===== src/rtl/ddr_tx_pkg.sv =====
// Shared types and constants for the DDR write-data transmit path.
package ddr_tx_pkg;

  typedef enum logic [1:0] {
    ST_IDLE = 2'd0,
    ST_PRE  = 2'd1,
    ST_DATA = 2'd2,
    ST_POST = 2'd3
  } tx_state_t;

  // DQS patterns are packed as {LO, HI}
  localparam logic [1:0] DQS_TOGGLE = 2'b01;
  localparam logic [1:0] DQS_IDLE   = 2'b00;

  function automatic int cnt_width(input int beats);
    return $clog2(beats + 1);
  endfunction

endpackage


===== src/rtl/ddr_wdata_tx_if.sv =====
// Write-beat handshake plus ODDR-side pad bundle for ddr_wdata_tx.
interface ddr_wdata_tx_if #(
  parameter int DQ_W = 16
);
  localparam int DM_W = DQ_W / 8;

  logic                WR_VALID;
  logic                WR_READY;
  logic [2*DQ_W-1:0]   WR_DATA;
  logic [2*DM_W-1:0]   WR_MASK;
  logic [DQ_W-1:0]     DQ_HI;
  logic [DQ_W-1:0]     DQ_LO;
  logic [DM_W-1:0]     DM_HI;
  logic [DM_W-1:0]     DM_LO;
  logic                DQS_HI;
  logic                DQS_LO;
  logic                DQ_OE;
  logic                DQS_OE;
  logic                BUSY;
  logic [7:0]          UNDERRUN_CNT;

  modport master (
    output WR_VALID, WR_DATA, WR_MASK,
    input  WR_READY, DQ_HI, DQ_LO, DM_HI, DM_LO, DQS_HI, DQS_LO,
           DQ_OE, DQS_OE, BUSY, UNDERRUN_CNT
  );

  modport slave (
    input  WR_VALID, WR_DATA, WR_MASK,
    output WR_READY, DQ_HI, DQ_LO, DM_HI, DM_LO, DQS_HI, DQS_LO,
           DQ_OE, DQS_OE, BUSY, UNDERRUN_CNT
  );
endinterface


===== src/rtl/ddr_tx_oreg.sv =====
// Registered pad-side bank: DQ/DM load on demand, DQS and enables every cycle.
module ddr_tx_oreg #(
  parameter int DQ_W = 16,
  parameter int DM_W = 2
) (
  input  logic              clk_int,
  input  logic              clr,
  input  logic              ld_data,
  input  logic [2*DQ_W-1:0] data,
  input  logic [2*DM_W-1:0] mask,
  input  logic [1:0]        dqs_pat,
  input  logic              dq_oe_d,
  input  logic              dqs_oe_d,
  output logic [DQ_W-1:0]   dq_hi,
  output logic [DQ_W-1:0]   dq_lo,
  output logic [DM_W-1:0]   dm_hi,
  output logic [DM_W-1:0]   dm_lo,
  output logic              dqs_hi,
  output logic              dqs_lo,
  output logic              dq_oe,
  output logic              dqs_oe
);

  // initialisers give a defined pad state at time zero in simulation
  logic [DQ_W-1:0] dq_hi_q  = '0;
  logic [DQ_W-1:0] dq_lo_q  = '0;
  logic [DM_W-1:0] dm_hi_q  = '0;
  logic [DM_W-1:0] dm_lo_q  = '0;
  logic [1:0]      dqs_q    = '0;
  logic            dq_oe_q  = 1'b0;
  logic            dqs_oe_q = 1'b0;

  always_ff @(posedge clk_int) begin
    if (clr) begin
      dq_hi_q  <= '0;
      dq_lo_q  <= '0;
      dm_hi_q  <= '0;
      dm_lo_q  <= '0;
      dqs_q    <= '0;
      dq_oe_q  <= 1'b0;
      dqs_oe_q <= 1'b0;
    end else begin
      if (ld_data) begin
        dq_hi_q <= data[DQ_W-1:0];
        dq_lo_q <= data[2*DQ_W-1:DQ_W];
        dm_hi_q <= mask[DM_W-1:0];
        dm_lo_q <= mask[2*DM_W-1:DM_W];
      end
      dqs_q    <= dqs_pat;
      dq_oe_q  <= dq_oe_d;
      dqs_oe_q <= dqs_oe_d;
    end
  end

  assign dq_hi  = dq_hi_q;
  assign dq_lo  = dq_lo_q;
  assign dm_hi  = dm_hi_q;
  assign dm_lo  = dm_lo_q;
  assign dqs_hi = dqs_q[0];
  assign dqs_lo = dqs_q[1];
  assign dq_oe  = dq_oe_q;
  assign dqs_oe = dqs_oe_q;

endmodule


===== src/rtl/ddr_wdata_tx.sv =====
// DDR write-data transmitter: bursts of BEATS beats with DQS preamble/postamble.
//   state | meaning
//   IDLE  | pads off, waiting for WR_VALID
//   PRE   | preamble on pads; first beat (or underrun) taken here
//   DATA  | streaming beats until BEATS accepted
//   POST  | burst done; continue seamlessly or drive postamble
module ddr_wdata_tx
  import ddr_tx_pkg::*;
#(
  parameter int DQ_W  = 16,
  parameter int BEATS = 4
) (
  input  logic          CLK,
  input  logic          RST_N,
  ddr_wdata_tx_if.slave bus
);

  localparam int DM_W  = DQ_W / 8;
  localparam int CNT_W = cnt_width(BEATS);
  localparam logic [CNT_W-1:0] BEATS_C = CNT_W'(BEATS);
  localparam logic [CNT_W-1:0] ONE_C   = CNT_W'(1);

  tx_state_t         state    = ST_IDLE;
  tx_state_t         state_nxt;
  logic [CNT_W-1:0]  beat_cnt = '0;
  logic [CNT_W-1:0]  beat_cnt_nxt;
  logic [CNT_W-1:0]  beat_inc;
  logic [7:0]        urun_cnt = '0;
  logic              beat_ok;
  logic              urun;

  logic              ld_data;
  logic [1:0]        dqs_pat;
  logic              dq_oe_d;
  logic              dqs_oe_d;
  logic [2*DQ_W-1:0] tx_data;
  logic [2*DM_W-1:0] tx_mask;

  assign beat_ok  = bus.WR_VALID && (state != ST_IDLE);
  assign urun     = !bus.WR_VALID && ((state == ST_PRE) || (state == ST_DATA));
  assign beat_inc = beat_cnt + ONE_C;

  always_ff @(posedge CLK) begin
    if (!RST_N) begin
      state    <= ST_IDLE;
      beat_cnt <= '0;
      urun_cnt <= '0;
    end else begin
      state    <= state_nxt;
      beat_cnt <= beat_cnt_nxt;
      if (urun && (urun_cnt != 8'hFF))
        urun_cnt <= urun_cnt + 8'd1;
    end
  end

  always_comb begin
    state_nxt    = state;
    beat_cnt_nxt = beat_cnt;
    case (state)
      ST_IDLE: if (bus.WR_VALID) state_nxt = ST_PRE;
      ST_PRE: begin
        beat_cnt_nxt = beat_ok ? ONE_C : '0;
        state_nxt    = (beat_ok && (BEATS_C == ONE_C)) ? ST_POST : ST_DATA;
      end
      ST_DATA: if (beat_ok) begin
        beat_cnt_nxt = beat_inc;
        if (beat_inc == BEATS_C) state_nxt = ST_POST;
      end
      ST_POST: begin
        if (beat_ok) begin
          beat_cnt_nxt = ONE_C;
          state_nxt    = (BEATS_C == ONE_C) ? ST_POST : ST_DATA;
        end else begin
          state_nxt    = ST_IDLE;
        end
      end
      default: state_nxt = ST_IDLE;
    endcase
  end

  // an underrun still drives a strobed slot, fully masked with zero data
  always_comb begin
    ld_data  = 1'b0;
    dqs_pat  = DQS_IDLE;
    dq_oe_d  = 1'b0;
    dqs_oe_d = 1'b0;
    tx_data  = bus.WR_DATA;
    tx_mask  = bus.WR_MASK;
    case (state)
      ST_IDLE: dqs_oe_d = bus.WR_VALID;
      ST_PRE, ST_DATA: begin
        ld_data  = 1'b1;
        dqs_pat  = DQS_TOGGLE;
        dq_oe_d  = 1'b1;
        dqs_oe_d = 1'b1;
        if (!bus.WR_VALID) begin
          tx_data = '0;
          tx_mask = '1;
        end
      end
      ST_POST: begin
        dqs_oe_d = 1'b1;
        if (bus.WR_VALID) begin
          ld_data = 1'b1;
          dqs_pat = DQS_TOGGLE;
          dq_oe_d = 1'b1;
        end
      end
      default: ;
    endcase
  end

  ddr_tx_oreg #(.DQ_W(DQ_W), .DM_W(DM_W)) u_oreg (
    .clk_int  (CLK),
    .clr      (!RST_N),
    .ld_data  (ld_data),
    .data     (tx_data),
    .mask     (tx_mask),
    .dqs_pat  (dqs_pat),
    .dq_oe_d  (dq_oe_d),
    .dqs_oe_d (dqs_oe_d),
    .dq_hi    (bus.DQ_HI),
    .dq_lo    (bus.DQ_LO),
    .dm_hi    (bus.DM_HI),
    .dm_lo    (bus.DM_LO),
    .dqs_hi   (bus.DQS_HI),
    .dqs_lo   (bus.DQS_LO),
    .dq_oe    (bus.DQ_OE),
    .dqs_oe   (bus.DQS_OE)
  );

  assign bus.WR_READY     = (state != ST_IDLE);
  assign bus.BUSY         = (state != ST_IDLE);
  assign bus.UNDERRUN_CNT = urun_cnt;

endmodule


===== src/flat_wrapper.sv =====
// flat-port wrapper written by rule: the top's interface ports become plain ports
module ddr_wdata_tx_flat import ddr_tx_pkg::*;
#(
  parameter int DQ_W  = 16,
  parameter int BEATS = 4
)
  (CLK, RST_N, bus_WR_VALID, bus_WR_DATA, bus_WR_MASK, bus_WR_READY, bus_DQ_HI, bus_DQ_LO, bus_DM_HI, bus_DM_LO, bus_DQS_HI, bus_DQS_LO, bus_DQ_OE, bus_DQS_OE, bus_BUSY, bus_UNDERRUN_CNT);
  ddr_wdata_tx_if #(.DQ_W(DQ_W)) bus_i ();
  input  logic CLK;
  input  logic RST_N;
  input wire logic [$bits(bus_i.WR_VALID)-1:0] bus_WR_VALID;
  input wire logic [$bits(bus_i.WR_DATA)-1:0] bus_WR_DATA;
  input wire logic [$bits(bus_i.WR_MASK)-1:0] bus_WR_MASK;
  output wire logic [$bits(bus_i.WR_READY)-1:0] bus_WR_READY;
  output wire logic [$bits(bus_i.DQ_HI)-1:0] bus_DQ_HI;
  output wire logic [$bits(bus_i.DQ_LO)-1:0] bus_DQ_LO;
  output wire logic [$bits(bus_i.DM_HI)-1:0] bus_DM_HI;
  output wire logic [$bits(bus_i.DM_LO)-1:0] bus_DM_LO;
  output wire logic [$bits(bus_i.DQS_HI)-1:0] bus_DQS_HI;
  output wire logic [$bits(bus_i.DQS_LO)-1:0] bus_DQS_LO;
  output wire logic [$bits(bus_i.DQ_OE)-1:0] bus_DQ_OE;
  output wire logic [$bits(bus_i.DQS_OE)-1:0] bus_DQS_OE;
  output wire logic [$bits(bus_i.BUSY)-1:0] bus_BUSY;
  output wire logic [$bits(bus_i.UNDERRUN_CNT)-1:0] bus_UNDERRUN_CNT;
  assign bus_i.WR_VALID = bus_WR_VALID;
  assign bus_i.WR_DATA = bus_WR_DATA;
  assign bus_i.WR_MASK = bus_WR_MASK;
  assign bus_WR_READY = bus_i.WR_READY;
  assign bus_DQ_HI = bus_i.DQ_HI;
  assign bus_DQ_LO = bus_i.DQ_LO;
  assign bus_DM_HI = bus_i.DM_HI;
  assign bus_DM_LO = bus_i.DM_LO;
  assign bus_DQS_HI = bus_i.DQS_HI;
  assign bus_DQS_LO = bus_i.DQS_LO;
  assign bus_DQ_OE = bus_i.DQ_OE;
  assign bus_DQS_OE = bus_i.DQS_OE;
  assign bus_BUSY = bus_i.BUSY;
  assign bus_UNDERRUN_CNT = bus_i.UNDERRUN_CNT;
  ddr_wdata_tx #(.DQ_W(DQ_W), .BEATS(BEATS)) u_core (.CLK(CLK), .RST_N(RST_N), .bus(bus_i));
endmodule

===== config.mk =====
export PLATFORM = sky130hd
export DESIGN_NAME = ddr_wdata_tx_flat
export DESIGN_NICKNAME = d
export VERILOG_FILES = /design/src/rtl/ddr_tx_pkg.sv /design/src/rtl/ddr_wdata_tx_if.sv /design/src/rtl/ddr_tx_oreg.sv /design/src/rtl/ddr_wdata_tx.sv /design/src/flat_wrapper.sv
export SDC_FILE = /design/constraint.sdc
export NUM_CORES = 1
export LEC_CHECK = 0
export BUFFER_PORTS_ARGS = -buffer_cell sky130_fd_sc_hd__buf_2
export CAP_MARGIN = 20
export CORE_MARGIN = 5
export CORE_UTILIZATION = 54
export CTS_BUF_LIST = sky130_fd_sc_hd__clkbuf_8
export DETAILED_ROUTE_END_ITERATION = 8
export GPL_TIMING_DRIVEN = 0
export HOLD_SLACK_MARGIN = 0.15
export PLACE_DENSITY = 0.95
export SLEW_MARGIN = 20
export SYNTH_ARGS = -nofsm -noshare
export SYNTH_HDL_FRONTEND = slang
export SYNTH_SLANG_ARGS = --single-unit

===== constraint.sdc =====
create_clock -name CLK -period 5 [get_ports CLK]
set_clock_uncertainty 0.15 [all_clocks]
set_input_delay 0.75 -clock CLK [delete_from_list [all_inputs] [get_ports CLK]]
set_output_delay 0.75 -clock CLK [all_outputs]
set_load 0.02 [all_outputs]

# Word-level counts from Yosys, hierarchy flattened
# Cells that the tools add are included.
# Widths: inputs -> output; s select.
op_classes:
  add_sub_neg: 2
  n_eq_ne: 9
  mux: 18
  n_reduce_logical: 12
op_table:
  columns: ["cell", "n"]
  rows:
  - ["$mux 32", 2]
  - ["$pmux 3 s3", 1]
  - ["$add 8x1->8 const B", 1]
  - ["$mux 2", 4]
  - ["$mux 4", 2]
  - ["$ne 8x8->1 const B", 1]
  - ["$pmux 2 s4", 1]
  - ["$mux 3", 2]
  - ["$reduce_and 3->1", 2]
  - ["$eq 2x2->1 const B", 2]
  - ["$ne 2x1->1 const B", 2]
  - ["$ne 2x2->1 const B", 2]
  - ["$pmux 1 s2", 2]
  - ["$pmux 2 s2", 1]
  - ["$add 3x1->3 const B", 1]
  - ["$eq 3x3->1 const B", 1]
  - ["$logic_and 1x1->1", 3]
  - ["$mux 1", 3]
  - ["$reduce_bool 3->1", 1]
  - ["$reduce_or 3->1", 1]
  - ["$eq 2x1->1 const B", 1]
  - ["$logic_not 2->1", 1]
  - ["$reduce_bool 2->1", 1]
  - ["$reduce_or 2->1", 1]
  - ["2 further kinds", 2]
word_totals:
  regBits: 53
  input_bits: 39

# Longest topological paths before layout
# Gate-level depths: netlist of the first run.
logic_depth:
  ltp_word: 5
  mapped_depth: 7
  mapped_depth_nobuf: 5

# Modules after synthesis
# A second synthesis of the first run with hierarchy kept.
hier_totals:
  cells_unflattened: 252
  hier_area_um2: 2389.8
modules_own_cells:
  columns: ["mod", "instances", "cells_per_inst", "area_each_um2"]
  rows:
  - ["ddr_tx_oreg", 1, 124, 1407.6]
  - ["ddr_wdata_tx", 1, 128, 982.2]

# Worst setup path before layout of the first run
# OpenSTA, ideal clock, no wires.
synth_path:
  path_kind: "register -> output"
  start: "reg u_core.state[0]"
  end: "out bus_WR_READY"
  arrival_ns: 1.377
  t_required_ns: 4.100
  path_slack_ns: 2.723
  stages_incl_launch_ff: 7
  path_cell_list: "dfxtp_1 -> inv_1 -> ha_1 -> buf_2 -> clkbuf_1 -> inv_1 -> buf_4"
synth_between:
  elab_chain_len: 1
synth_lines:
  columns: ["item", "line", "source"]
  rows:
  - ["start, declared", "ddr_wdata_tx.sv:23", "tx_state_t state = ST_IDLE;"]
  - ["start signal, assigned", "ddr_wdata_tx.sv:49", "state <= state_nxt;"]
  - ["$reduce_bool 2->1", null, null]
  - ["end, declared", "flat_wrapper.sv:14", "output wire logic [$bits(bus_i.WR_READY)-1:0] bus_WR_READY;"]
# No other way between the ends.

# Worst setup path in the final report of the first run
layout_path:
  start: "reg u_core.state[0]"
  end: "out bus_WR_READY"
layout_between:
  elab_chain_len: 1
layout_lines:
  columns: ["item", "line", "source"]
  rows:
  - ["$reduce_bool 2->1", "ddr_wdata_tx.sv:132", "assign bus.WR_READY = (state != ST_IDLE);"]
# No other way between the ends.

==> out/results.tsv, run 1 <==
stage	metric	value	unit
sta	setup_tns	0	ns
sta	hold_viol_final	0	
setup_path	critPathMaxStageDelay	0.34	ns
floorplanning	dieArea	5480	sq um
setup_path	criticalPathCategory	reg -> out	
sta	finalMaxSlewViolations	0	
layout	antenna_cells	0	
drt	drt-initial-drc-count	176	
sta	tightest_slew	0.528	ns
floorplanning	start_util	55.3	%
clock_tree	cts-root-buf	clkbuf_8	
setup_path	path_buf_inv	6	
power	vdd_drop_max	0.212	mV
placement	io_buffers	87	
global_route	grt_max_degree	16	
run	max-cap-violations	0	
floorplanning	design.portCount	89	
sta	holdWs	0.329	ns
sta	setup_ws	2.11	ns
floorplanning	num_rows	23	
drt	viasPerCell	5.75	
layout	finalNonFillerCells	397	
layout	area_growth	26.2	%
layout	fin_util	69.8	%
clock_tree	clk_pin_slew	0.09	ns
drt	routed-via-count	2284	
setup_path	crit_fanout	10	
sta	fmax	346	MHz
setup_path	cp_slowest_cell	dfxtp_1	
floorplanning	dieHeight	74.0	microns
synth	synth.distinct_cells	40	
power	p_leak	1.26	nW
synth	yosysTopAreaCellShare	46.1	%
synth	netlist_area	2210	sq um
synth	synth_edf_count	0	
sta	slew_headroom	64.8	%
global_route	grt_pass1_wl	9.71	mm
sta	min_period_over_period	57.8	%
setup_path	crit_path_cell_trace	inv_1 -> ha_1 -> buf_2 -> clkbuf_1 -> inv_1 -> buf_4 -> buf_2	
synth	synthArstFlopShare	0	%
synth	yosysSeqAreaShare	46.1	%
setup_path	critPathArrivalTime	1.99	ns
layout	drive_gt1_share	32.3	%
setup_path	path_delay_family	buffers and inverters	
clock_tree	postCtsResizedCells	0	
clock_tree	h-tree-depth	2	
placement	dp_slack	2.47	ns
power	p_total	1.19	mW
drt	route.final.wire_length	6.12	mm
synth	synth_area_leaders	dfxtp_1, a21oi_1, o21ai_0, nand3_1, ha_1	
drt	drc	0	
drt	first_pass_iters	5	
global_route	grt_usage	22.5	%
floorplanning	die_w	74.0	microns
placement	routabilityCongestion	0.884	
clock_tree	cts.path.max_buffers	2	
placement	dpl_cell_area	2710	sq um
clock_tree	postCtsHoldBufs	0	
synth	yosysTopAreaCell	dfxtp_1	
synth	synth_fp_nets	299	
synth	ys_warn_count	0	
synth	ys_ff_latch	51	
sta	rsz0062_at_grt	false	
setup_path	cp-start-kind	flip-flop	
clock_tree	cts_sinks	51	
placement	dp_cells	390	
clock_tree	cts_buffers	5	
synth	synth-main-ff-cell	dfxtp_1	
drt	wl_per_cell	15.4	microns
global_route	antenna_found_initial	0	
global_route	grt_pass1_vias	2131	
sta	finalSetupViolations	0	
layout	final_cell_mix	buf_2, dfxtp_1, a21oi_1	
floorplanning	core_area	4000	sq um
placement	dp_hpwl	4.50	mm
layout	nets	393	
synth	netlist_instances	253	
drt	ant_nets	0	
worst_hold_path	hold_path_class	reg -> reg	
clock_tree	clock_latency	0.31	ns
clock_tree	cts_setup_buffers	0	
clock_tree	cts_tree	built	
power	powerDensity	427	nW/um^2
global_route	overflow	0	
synth	avgSynthCellArea	8.75	sq um
sta	final.min_clock_period	2.89	ns
setup_path	cp.required	4.10	ns
run_status	outcome	completed	
setup_path	crit_path_end_kind	output pin	
layout	finalInstanceArea	2790	sq um
layout	final_common_cell	buf_2	
-- report_power, final --
group          total [mW]  switching, mW  internal (mW)
combinational       0.481          0.325          0.156
sequential          0.485         0.0297          0.456
clock               0.227          0.132         0.0958
total                1.19          0.486          0.708
-- cell families (layout without fill, tap and decap cells) --
group | Yosys count | in the layout | share of synthesized area, %
buffers and inverters | 31 | 125 | 6.56
AND/OR/NAND/NOR | 65 | 65 | 16.3
multiplexers | 6 | 6 | 2.77
flip-flops | 51 | 51 | 46.1
other | 1 | 1 | 0.169
XOR/XNOR | 1 | 1 | 0.396
adder cells (fa/ha/maj) | 7 | 7 | 3.96
AO/OA/AOI/OAI | 91 | 91 | 23.7
-- worst min-delay path: stages, from the launching register on --
cell and delay [ns]:
dfxtp_1 0.32, o21ai_0 0.07, a21oi_1 0.06
-- registers in the layout, indices dropped and copies added, names as in the netlist --
signal	flops
u_core.u_oreg.dqs_oe	1
u_core.bus.UNDERRUN_CNT	8
u_core.u_oreg.dq_hi	16
u_core.u_oreg.dq_lo	16
u_core.u_oreg.dm_lo	2
u_core.beat_cnt	3
u_core.state	2
u_core.u_oreg.dqs_q	1
u_core.u_oreg.dm_hi	2
-- per-layer routing --
layer	wire (microns)	global-route usage, %	vias up	part of all wire, %
li1	-	-	1102	-
met1	2420	26.8	1084	39
met2	3120	39.2	89	51
met3	489	5.00	9	8.0
met4	91	8.85	0	1.5
met5	0	0	-	0
-- area by class of cell --
class | count | area, sq um
multi-input combinational | 171 | 1050
clock buffer | 5 | 68.8
inverter | 7 | 26.3
fill | 323 | 1210
clock inverter | 2 | 13.8
timing repair buffer | 87 | 435
buffer | 24 | 119
tap | 50 | 62.6
sequential | 51 | 1020
-- synth_stat cells, types with 4 or more instances --
library cell	number
o221a_2	4
mux2i_1	5
nor2b_1	4
a21oi_1	38
clkbuf_1	12
nand2_1	8
buf_2	7
dfxtp_1	51
nand3_1	33
inv_1	7
ha_1	7
o21ai_0	35
nand2b_1	4
-- final timing paths --
kind	from	endpoint	cells past startpoint	slack, ns
worst min-delay path	u_core.u_oreg.dq_hi[0]	u_core.u_oreg.dq_hi[0]	2	0.33
worst min register to register	u_core.u_oreg.dq_hi[0]	u_core.u_oreg.dq_hi[0]	2	0.33
worst max-delay path	u_core.state[0]	bus_WR_READY	7	2.11
worst max register to register	u_core.state[1]	u_core.u_oreg.dq_lo[14]	6	2.75
(Power assumes the default switching activity.)
==> inputs of run 2 (changes only) <==
CORE_UTILIZATION = 50   (was 54)
PLACE_DENSITY = 0.89   (was 0.95)
clock period = 2.67 ns   (was 5 ns; I/O delays follow)
==> run 2 against run 1 <==
Net effect: cell count up 0.76%; design area up 0.54%; first-iteration DRC count down 46%; critical path depth unchanged; sequential share of layout area down 0.20 points; worst setup slack worse by 2.0 ns; sequential power up 87%; routed wire length down 7.0%; count of clock-buffer cells in the layout up 1; register-to-register slack worse by 2.3 ns; total power up 89%.
==> out/results.tsv, run 2 (same netlist as run 1, synthesis figures left out) <==
stage	metric	value	unit	change
global_route	grt_pass1_vias	2050		was 2,131
placement	dp_cells	392		was 390
sta	rsz0062_at_grt	false		unchanged
drt	routed-via-count	2228		was 2,284
floorplanning	die_w	76.5	microns	was 74.0 microns
floorplanning	design.portCount	89		unchanged
sta	slew_headroom	64.6	%	was 64.8%
sta	hold_viol_final	0		unchanged
drt	wl_per_cell	14.2	microns	was 15.4 microns
layout	area_growth	26.9	%	was 26.2%
clock_tree	h-tree-depth	2		unchanged
drt	ant_nets	0		unchanged
layout	fin_util	65.0	%	was 69.8%
global_route	grt_pass1_wl	9.32	mm	was 9.71 mm
layout	final_common_cell	buf_2		unchanged
setup_path	criticalPathCategory	reg -> out		unchanged
global_route	grt.busiest_layer	met2		unchanged
drt	route.final.wire_length	5.69	mm	was 6.12 mm
floorplanning	dieArea	5860	sq um	was 5480 sq um
power	vdd_drop_max	0.400	mV	was 0.212 mV
run	max-cap-violations	0		unchanged
clock_tree	postCtsHoldBufs	0		unchanged
clock_tree	cts_tree	built		unchanged
sta	final.min_clock_period	2.54	ns	
clock_tree	cts_setup_buffers	0		unchanged
setup_path	crit_fanout	10		unchanged
sta	setup_tns	0	ns	unchanged
placement	dp_hpwl	4.17	mm	was 4.50 mm
drt	drc	0		unchanged
layout	final_cell_mix	buf_2, dfxtp_1, a21oi_1		unchanged
clock_tree	clock_latency	0.31	ns	about the same
placement	io_buffers	87		unchanged
run_status	outcome	completed		unchanged
floorplanning	start_util	51.2	%	was 55.3%
floorplanning	num_rows	24		was 23
global_route	use_met3	5.67	%	was 5.00%
global_route	antenna_found_initial	0		unchanged
sta	finalSetupViolations	0		unchanged
power	p_int	1.35	mW	was 0.708 mW
drt	first_pass_iters	4		was 5
sta	min_period_over_period	95.2	%	
drt	viasPerCell	5.57		was 5.75
placement	routabilityCongestion	0.807		was 0.884
sta	tightest_slew	0.531	ns	was 0.528 ns
layout	antenna_cells	0		unchanged
sta	finalMaxSlewViolations	0		unchanged
worst_hold_path	hold_path_class	in -> reg		was reg -> reg
drt	drt-initial-drc-count	95		was 176
layout	finalNonFillerCells	400		was 397
setup_path	crit_path_end_kind	output pin		unchanged
power	clkPwrFrac	20.5	%	was 19.1%
power	power.switching	0.904	mW	was 0.486 mW
global_route	grtUsageMet2	31.3	%	was 39.2%
sta	fmax	394	MHz	
floorplanning	core_area	4320	sq um	was 4000 sq um
setup_path	critPathArrivalTime	1.99	ns	about the same
power	swShare	40.0	%	was 40.7%
clock_tree	postCtsResizedCells	0		unchanged
sta	setup_ws	0.129	ns	was 2.11 ns
clock_tree	cts-root-buf	clkbuf_8		unchanged
global_route	grt_usage	18.9	%	was 22.5%
power	comb_power_share	39.3	%	was 40.3%
layout	drive_gt1_share	32.2	%	was 32.3%
setup_path	cp-start-kind	flip-flop		unchanged
placement	dp_slack	0.413	ns	was 2.47 ns
global_route	overflow	0		unchanged
floorplanning	dieHeight	76.5	microns	was 74.0 microns
power	powerDensity	804	nW/um^2	was 427 nW/um^2
clock_tree	cts_buffers	5		unchanged
clock_tree	cts_sinks	51		unchanged
global_route	grt_use_met1	22.6	%	was 26.8%
layout	nets	393		unchanged
global_route	grt_max_degree	16		unchanged
power	p_leak	1.27	nW	was 1.26 nW
clock_tree	cts.path.max_buffers	2		unchanged
power	power_frac_seq	40.2	%	was 40.7%
clock_tree	clk_pin_slew	0.09	ns	about the same
setup_path	cp.required	2.12	ns	was 4.10 ns
-- run 2: per-layer routing --
metal,vias up,part of all wire [%]
met5,-,0
met2,77,48
met1,1032,43
li1,1106,-
met4,0,2.1
met3,13,6.5
-- run 2: final cells by class --
type                            instances  area, sq um
Fill cell                             363         1520
Multi-Input combinational cell        171         1050
Sequential cell                        51         1020
Timing Repair Buffer                   87          435
Buffer                                 24          119
Clock buffer                            6         82.6
Tap cell                               52         65.1
Inverter                                7         26.3
Clock inverter                          2         12.5
-- run 2: path summary, 6_finish.rpt --
path                                from                       to  slack [ns]  depth (start not counted)
setup / recovery         u_core.state[0]             bus_WR_READY        0.13                          7
hold / removal           bus_WR_DATA[29]  u_core.u_oreg.dq_lo[13]        0.19                          3
setup reg to reg         u_core.state[1]  u_core.u_oreg.dq_lo[11]        0.42                          6
hold reg to reg   u_core.u_oreg.dq_lo[0]   u_core.u_oreg.dq_lo[0]        0.32                          2
-- run 2: worst max-delay path: stages (launching register included) --
cell and delay [ns]:
dfxtp_1 0.34, inv_1 0.14, ha_1 0.25, buf_2 0.24, clkbuf_1 0.33, inv_1 0.11, buf_4 0.14, buf_2 0.15
-- run 2: power groups by stage --
| stage | sequential, mW | combinational [mW] | clock [mW] |
|---|---|---|---|
| floorplan | 1.02 | 0.511 | 0 |
| global placement | 0.921 | 0.872 | 0 |
| detailed placement | 0.925 | 0.884 | 0 |
| CTS | 0.907 | 0.887 | 0.478 |
| global route | 0.919 | 0.967 | 0.505 |
| finish | 0.907 | 0.889 | 0.463 |
-- run 2: metrics by stage --
step / hold slack (ns) / area (sq um) / power (mW)
after detailed placement: 0.311 / 2710 / 1.81
after global routing: 0.183 / 2810 / 2.39
after CTS: 0.181 / 2810 / 2.27
after global placement: 0.304 / 2710 / 1.79
final: 0.186 / 2810 / 2.26
after floorplan: 0.302 / 2210 / 1.53
